**src/rtl/up3_ctrl_if.sv**
```systemverilog
// -----------------------------------------------------------------------------
// up3_ctrl_if -- controller <-> datapath bundle for the UP3 processor.
//
// Signals
//   ir_upper   [7:0]  instruction register upper byte (opcode in [4:0])
//   ZFLG, NFLG        ALU zero / negative flags, combinational from datapath
//   STORE_MEM         write AC to MEM[addr]
//   FETCH             RAM address mux selects PC (1) or ir_lower (0)
//   INCR_PC           PC <- PC + 1
//   LOAD_PC           PC <- ir_lower
//   LOAD_IRL          IRL <- RAM output
//   LOAD_IRU          IRU <- RAM output
//   LOAD_AC           AC <- ALU result
//
// Strobe semantics: there is no valid/ready pair on this bundle. Every strobe
// is a single-cycle qualifier that the datapath acts on at the rising clk edge
// that ends the cycle in which it is high; nothing is ever held or
// back-pressured.
//
// Modports
//   master  the controller: reads instruction/flags, drives strobes
//   slave   the datapath: drives instruction/flags, reads strobes
// -----------------------------------------------------------------------------
interface up3_ctrl_if;
   logic [7:0] ir_upper;
   logic       ZFLG;
   logic       NFLG;
   logic       STORE_MEM;
   logic       FETCH;
   logic       INCR_PC;
   logic       LOAD_PC;
   logic       LOAD_IRL;
   logic       LOAD_IRU;
   logic       LOAD_AC;

   modport master (
      input  ir_upper, ZFLG, NFLG,
      output STORE_MEM, FETCH, INCR_PC, LOAD_PC, LOAD_IRL, LOAD_IRU, LOAD_AC
   );

   modport slave (
      output ir_upper, ZFLG, NFLG,
      input  STORE_MEM, FETCH, INCR_PC, LOAD_PC, LOAD_IRL, LOAD_IRU, LOAD_AC
   );
endinterface

```
**src/rtl/up3_ctrl.sv**
```systemverilog
// -----------------------------------------------------------------------------
// up3_ctrl -- instruction sequencer for the UP3 accumulator processor.
//
// Each instruction is two bytes (opcode at PC, operand at PC+1) fetched from a
// RAM with one cycle of registered read latency. The FSM walks
// IDLE -> F1 -> F2 -> F3 -> DEC [-> EXM] -> F1 ... and parks in HALT on the
// HALT opcode until reset.
//
// Ports
//   clk       system clock, rising edge
//   reset     asynchronous, active-low
//   run       level; leaves IDLE when high (sampled only in IDLE)
//   bus       up3_ctrl_if.master: instruction byte, flags and datapath strobes
//   state     current FSM state (IDLE=0 F1=1 F2=2 F3=3 DEC=4 EXM=5 HALT=6)
//   halted    high while in HALT
//   illegal   one-cycle pulse in DEC for opcodes 5'h1C..5'h1E
//
// All outputs are decoded combinationally from the state register (and, in
// DEC, from the opcode and flags), so the asynchronous reset clears them
// immediately without waiting for a clock edge.
// -----------------------------------------------------------------------------
module up3_ctrl (
   input  logic        clk,
   input  logic        reset,
   input  logic        run,
   up3_ctrl_if.master  bus,
   output logic [2:0]  state,
   output logic        halted,
   output logic        illegal
);

   typedef enum logic [2:0] {
      S_IDLE = 3'd0,
      S_F1   = 3'd1,
      S_F2   = 3'd2,
      S_F3   = 3'd3,
      S_DEC  = 3'd4,
      S_EXM  = 3'd5,
      S_HALT = 3'd6
   } state_t;

   state_t     state_q;
   state_t     state_d;
   logic [4:0] opcode;
   logic       unused_ir_hi;

   logic store_c, fetch_c, incr_c, load_pc_c, load_irl_c, load_iru_c, load_ac_c;
   logic illegal_c;

   // Bits [7:5] of the upper instruction byte carry no meaning for control.
   assign opcode       = bus.ir_upper[4:0];
   assign unused_ir_hi = ^bus.ir_upper[7:5];

   always_ff @(posedge clk or negedge reset) begin
      if (!reset) state_q <= S_IDLE;
      else        state_q <= state_d;
   end

   always_comb begin
      state_d    = state_q;
      store_c    = 1'b0;
      fetch_c    = 1'b0;
      incr_c     = 1'b0;
      load_pc_c  = 1'b0;
      load_irl_c = 1'b0;
      load_iru_c = 1'b0;
      load_ac_c  = 1'b0;
      illegal_c  = 1'b0;
      case (state_q)
         S_IDLE: begin
            if (run) state_d = S_F1;
         end
         // F1: RAM captures PC (opcode address); PC advances to operand.
         S_F1: begin
            fetch_c = 1'b1;
            incr_c  = 1'b1;
            state_d = S_F2;
         end
         // F2: opcode byte is now on the RAM output; RAM captures PC0+1.
         S_F2: begin
            fetch_c    = 1'b1;
            incr_c     = 1'b1;
            load_iru_c = 1'b1;
            state_d    = S_F3;
         end
         S_F3: begin
            fetch_c    = 1'b1;
            load_irl_c = 1'b1;
            state_d    = S_DEC;
         end
         // DEC: FETCH=0 points the RAM at ir_lower so a memory operand is
         // ready in EXM. Decode is Mealy on opcode and the live flags.
         S_DEC: begin
            state_d = S_F1;
            case (opcode) inside
               5'h00:          state_d = S_F1;
               [5'h01:5'h0F]:  state_d = S_EXM;
               [5'h10:5'h17]:  load_ac_c = 1'b1;
               5'h18:          store_c = 1'b1;
               5'h19:          load_pc_c = 1'b1;
               5'h1A:          load_pc_c = bus.ZFLG;
               5'h1B:          load_pc_c = bus.NFLG;
               [5'h1C:5'h1E]:  illegal_c = 1'b1;
               5'h1F:          state_d = S_HALT;
               default:        state_d = S_F1;
            endcase
         end
         S_EXM: begin
            load_ac_c = 1'b1;
            state_d   = S_F1;
         end
         S_HALT: begin
            state_d = S_HALT;
         end
         default: begin
            state_d = S_IDLE;
         end
      endcase
   end

   assign bus.STORE_MEM = store_c;
   assign bus.FETCH     = fetch_c;
   assign bus.INCR_PC   = incr_c;
   assign bus.LOAD_PC   = load_pc_c;
   assign bus.LOAD_IRL  = load_irl_c;
   assign bus.LOAD_IRU  = load_iru_c;
   assign bus.LOAD_AC   = load_ac_c;

   assign state   = state_q;
   assign halted  = (state_q == S_HALT);
   assign illegal = illegal_c;

endmodule

```
**src/flat_wrapper.sv**
```systemverilog
// flat-port wrapper written by rule: the top's interface ports become plain ports
module up3_ctrl_flat 
  (clk, reset, run, state, halted, illegal, bus_ir_upper, bus_ZFLG, bus_NFLG, bus_STORE_MEM, bus_FETCH, bus_INCR_PC, bus_LOAD_PC, bus_LOAD_IRL, bus_LOAD_IRU, bus_LOAD_AC);
  up3_ctrl_if bus_i ();
  input  logic clk;
  input  logic reset;
  input  logic run;
  output logic [2:0] state;
  output logic halted;
  output logic illegal;
  input wire logic [$bits(bus_i.ir_upper)-1:0] bus_ir_upper;
  input wire logic [$bits(bus_i.ZFLG)-1:0] bus_ZFLG;
  input wire logic [$bits(bus_i.NFLG)-1:0] bus_NFLG;
  output wire logic [$bits(bus_i.STORE_MEM)-1:0] bus_STORE_MEM;
  output wire logic [$bits(bus_i.FETCH)-1:0] bus_FETCH;
  output wire logic [$bits(bus_i.INCR_PC)-1:0] bus_INCR_PC;
  output wire logic [$bits(bus_i.LOAD_PC)-1:0] bus_LOAD_PC;
  output wire logic [$bits(bus_i.LOAD_IRL)-1:0] bus_LOAD_IRL;
  output wire logic [$bits(bus_i.LOAD_IRU)-1:0] bus_LOAD_IRU;
  output wire logic [$bits(bus_i.LOAD_AC)-1:0] bus_LOAD_AC;
  assign bus_i.ir_upper = bus_ir_upper;
  assign bus_i.ZFLG = bus_ZFLG;
  assign bus_i.NFLG = bus_NFLG;
  assign bus_STORE_MEM = bus_i.STORE_MEM;
  assign bus_FETCH = bus_i.FETCH;
  assign bus_INCR_PC = bus_i.INCR_PC;
  assign bus_LOAD_PC = bus_i.LOAD_PC;
  assign bus_LOAD_IRL = bus_i.LOAD_IRL;
  assign bus_LOAD_IRU = bus_i.LOAD_IRU;
  assign bus_LOAD_AC = bus_i.LOAD_AC;
  up3_ctrl u_core (.clk(clk), .reset(reset), .run(run), .bus(bus_i), .state(state), .halted(halted), .illegal(illegal));
endmodule
```
**config.mk**
```make
export PLATFORM = sky130hd
export DESIGN_NAME = up3_ctrl_flat
export DESIGN_NICKNAME = d
export VERILOG_FILES = /design/src/rtl/up3_ctrl_if.sv /design/src/rtl/up3_ctrl.sv /design/src/flat_wrapper.sv
export SDC_FILE = /design/constraint.sdc
export NUM_CORES = 1
export LEC_CHECK = 0
export ABC_CLOCK_PERIOD_IN_PS = 2009
export CAP_MARGIN = 15
export CORE_AREA = 2 2 39 41
export DETAILED_ROUTE_END_ITERATION = 8
export DIE_AREA = 0 0 41 43
export PLACE_DENSITY = 0.7
export SLEW_MARGIN = 20
export SYNTH_ARGS = -nofsm -noshare
export SYNTH_HDL_FRONTEND = slang
export SYNTH_SLANG_ARGS = --single-unit
```
**constraint.sdc**
```tcl
create_clock -name clk -period 2.01 [get_ports clk]
set_input_delay 0.402 -clock clk [delete_from_list [all_inputs] [get_ports clk]]
set_output_delay 0.402 -clock clk [all_outputs]
set_load 0.005 [all_outputs]
```
==> results of run 1 <==
[per-layer routing]
layer | vias up | routed length, µm | share of wire [%]
met4 | 0 | 17 | 2.2
met1 | 158 | 349 | 44
li1 | 199 | - | -
met2 | 21 | 363 | 46
met3 | 2 | 59 | 7.5
met5 | - | 0 | 0
[cells by family (layout without fill, tap and decap cells)]
group / count (synthesis) / after routing / share of synthesized area (%)
AOI/OAI and AO/OA: 8 / 8 / 20.3
buffers and inverters: 4 / 36 / 8.19
DFF: 3 / 3 / 25.9
and+or+nand+nor: 23 / 23 / 45.7
[repair_timing]
action                                  4_1_cts  5_1_grt
resized for setup                             9        3
endpoints found under the setup margin        5        2
pin swaps                                     2        0
hold buffers                                  0        0
setup buffers                                 1        0
[power groups by stage]
stage	combinational [mW]	sequential, mW	clock [mW]
after floorplan	0.197	0.115	0
after global placement	0.433	0.106	0
after detailed placement	0.436	0.107	0
after CTS	0.438	0.106	0.109
after global routing	0.478	0.111	0.118
final	0.429	0.105	0.106
[worst max-delay path by stage]
stage / to / start / cells past startpoint
floorplan: bus_STORE_MEM / u_core.state[1] / 4
global placement: bus_STORE_MEM / bus_ir_upper[3] / 5
detailed placement: bus_STORE_MEM / bus_ir_upper[3] / 5
CTS: bus_INCR_PC / u_core.state[0] / 5
global route: bus_LOAD_PC / u_core.state[0] / 5
finish: bus_LOAD_PC / u_core.state[0] / 5
[area by class of cell]
| class | instances | area (µm²) | share of cell area (%) |
|---|---|---|---|
| clock buffer | 4 | 26.3 | 4.48 |
| inverter | 2 | 7.51 | 1.28 |
| multi-input combinational | 31 | 191 | 32.6 |
| sequential | 3 | 75.1 | 12.8 |
| tap | 16 | 20.0 | 3.41 |
| timing repair buffer | 30 | 267 | 45.4 |
[Yosys cell counts]
cell type / n
a211o_1: 1
a21oi_1: 2
nor3_1: 3
o21ai_0: 1
or3_4: 1
buf_6: 1
nor4_1: 1
nand2b_1: 2
o32ai_1: 1
dfrtp_1: 3
o21bai_1: 1
a311o_1: 1
nand2_1: 4
nand3b_1: 2
nor2_1: 6
inv_1: 2
nor3_2: 1
and3_1: 1
nand2b_4: 1
nand3_1: 1
a21oi_2: 1
buf_2: 1
[worst max-delay path: cells and delay by family, from the launching register on]
kind            cells  cell delay [ns]
flops               1             0.37
compound gates      1             0.08
simple gates        2             0.59
buf+inv             2             0.26
[metrics by stage]
stage	power, mW	setup WS (ns)
2_1_floorplan	0.312	0.455
6_report	0.640	0.0756
3_3_place_gp	0.539	-0.389
3_5_place_dp	0.543	-0.383
4_1_cts	0.653	0.0376
5_1_grt	0.706	0.0000897
==> key figures, run 1 <==
Outcome
  • Status: finished clean

Setup path
  • Flop2flop setup slack: 0.84 ns
  • Critical path class: reg -> out
  • Crit path cell chain: nand3b_1 > or3_4 > buf_4 > a21oi_2 > buf_2
  • Data required, critical path: 1.61 ns
  • Worst-path fanout max: 2
  • Crit path largest cell delay: 0.41 ns
  • Reg2Reg Capture Point: u_core.state[2]
  • Startpoint Class: flop
  • Reg2reg start: u_core.state[0]
  • Setup crit end kind: output port
  • Worst Path Arrival: 1.53 ns
  • CP max stage cell: or3_4
  • Worst R2R Path Depth: 4

Place
  • IO buf count: 21
  • Hpwl dp: 636 µm
  • Dpl cells: 81
  • Placer Congestion: 0.732
  • DP Area: 564 µm²

Drt
  • Drt wl/cell: 9.17 µm
  • WL final: 789 µm
  • DRC viols: 0
  • Number of routed nets with antenna violations: 0
  • Routed via count: 380
  • DR pass1 iterations: 2
  • Vias per cell: 4.42
  • Initial DRC Count: 3

Yosys
  • Post-Syn Instances: 38
  • Top cells by area, synth: dfrtp_1 (26%), nor2_1 (7.8%), nor3_1 (5.2%), nand2_1 (5.2%), nand3b_1 (5.2%)
  • Mapped Area: 290 µm²
  • Syn avg cell area: 7.64 µm²
  • Synth Net Count: 51
  • Library cells used by synthesis: 22
  • Seq/Total Area, Yosys: 25.9%
  • Synthesized flop and latch total: 3
  • Synth top area share: 25.9%
  • YS warnings: 0
  • Area leader, netlist: dfrtp_1

Pwr
  • Share of power burned in registers: 16.5%
  • Clock power frac: 16.5%
  • Peak supply drop: 0.321 mV
  • Pint: 0.424 mW
  • Static leakage: 0.275 nW
  • Pwr/cell area: 1090 nW/µm²
  • Combinational power share: 67.0%
  • Switching share of power: 33.8%
  • Psw: 0.217 mW

CTS
  • Root buf cell: clkbuf_4
  • Number of CTS-inserted buffers: 3
  • # clock sinks: 3
  • Worst skew pair latency: 0.23 ns
  • CTS tree: yes
  • Clock-pin slew on the worst setup and hold paths: 0.04 ns
  • CTS H-tree depth: 1
  • Clock buffer depth: 2

GRT
  • Total congestion overflow: 0
  • First-pass GRT wire length: 1350 µm
  • M1 GR Usage: 13.3%
  • Total GRT Usage: 11.0%
  • Layer with the highest usage: met2
  • Pin count of the biggest net entering global routing: 11
  • GRT met2 Usage: 16.9%
  • Initial antenna violation count: 0
  • Met3 GRT Util: 2.62%
  • Number of global-route vias before repair: 370

Finish
  • Max reg flops: 3
  • Finished Core Util: 42.4%
  • Diodes inserted: 0
  • Fin nets: 84
  • Commonest cells after routing, fill and taps aside: clkdlybuf4s50_1 (15), buf_4 (9), nor2_1 (6)
  • Final Cell Area: 587 µm²
  • Finished Layout Cells: 86
  • Proportion of layout cells with a drive suffix above 1: 27.1%
  • Synthesis-to-finish area growth: 102%
  • Commonest non-fill, non-tap cell in the layout: clkdlybuf4s50_1
  • Fillers: 154

Timing
  • Final worst path period need: 1.93 ns
  • Post-route setup TNS: 0 ns
  • # setup viols final: 0
  • RSZ-0062 raised after global routing: false
  • Tcrit/Tclk final: 96.2%
  • Slew @ Worst Pin: 0.246 ns
  • Max Clk Rate: 0.517 GHz
  • Slew Limit Fails: 0
  • Hold WS: 0.349 ns
  • Max-slew headroom: 83.5%
  • Final hold violations: 0
  • Clock skew: 0.00109 ns

Floorplan
  • DIE WIDTH: 41 µm
  • Core area: 1380 µm²
  • Die ar.: 1760 µm²
  • Die Y: 43 µm
  • Number of top-level pins: 25
  • Initial core utilization: 21.0%
  • FP Rows: 14

Worst hold path
  • Worst min path class: in -> async

Flow run
  • # Max-Cap Violations: 0
Note: power is estimated with default switching activity, not from simulation.
==> run 2, diff against run 1 <==
Settings changed: ABC_AREA from default to 0.
==> results of run 2 <==
The final DEF is identical to that of run 1; final timing and power are the same.
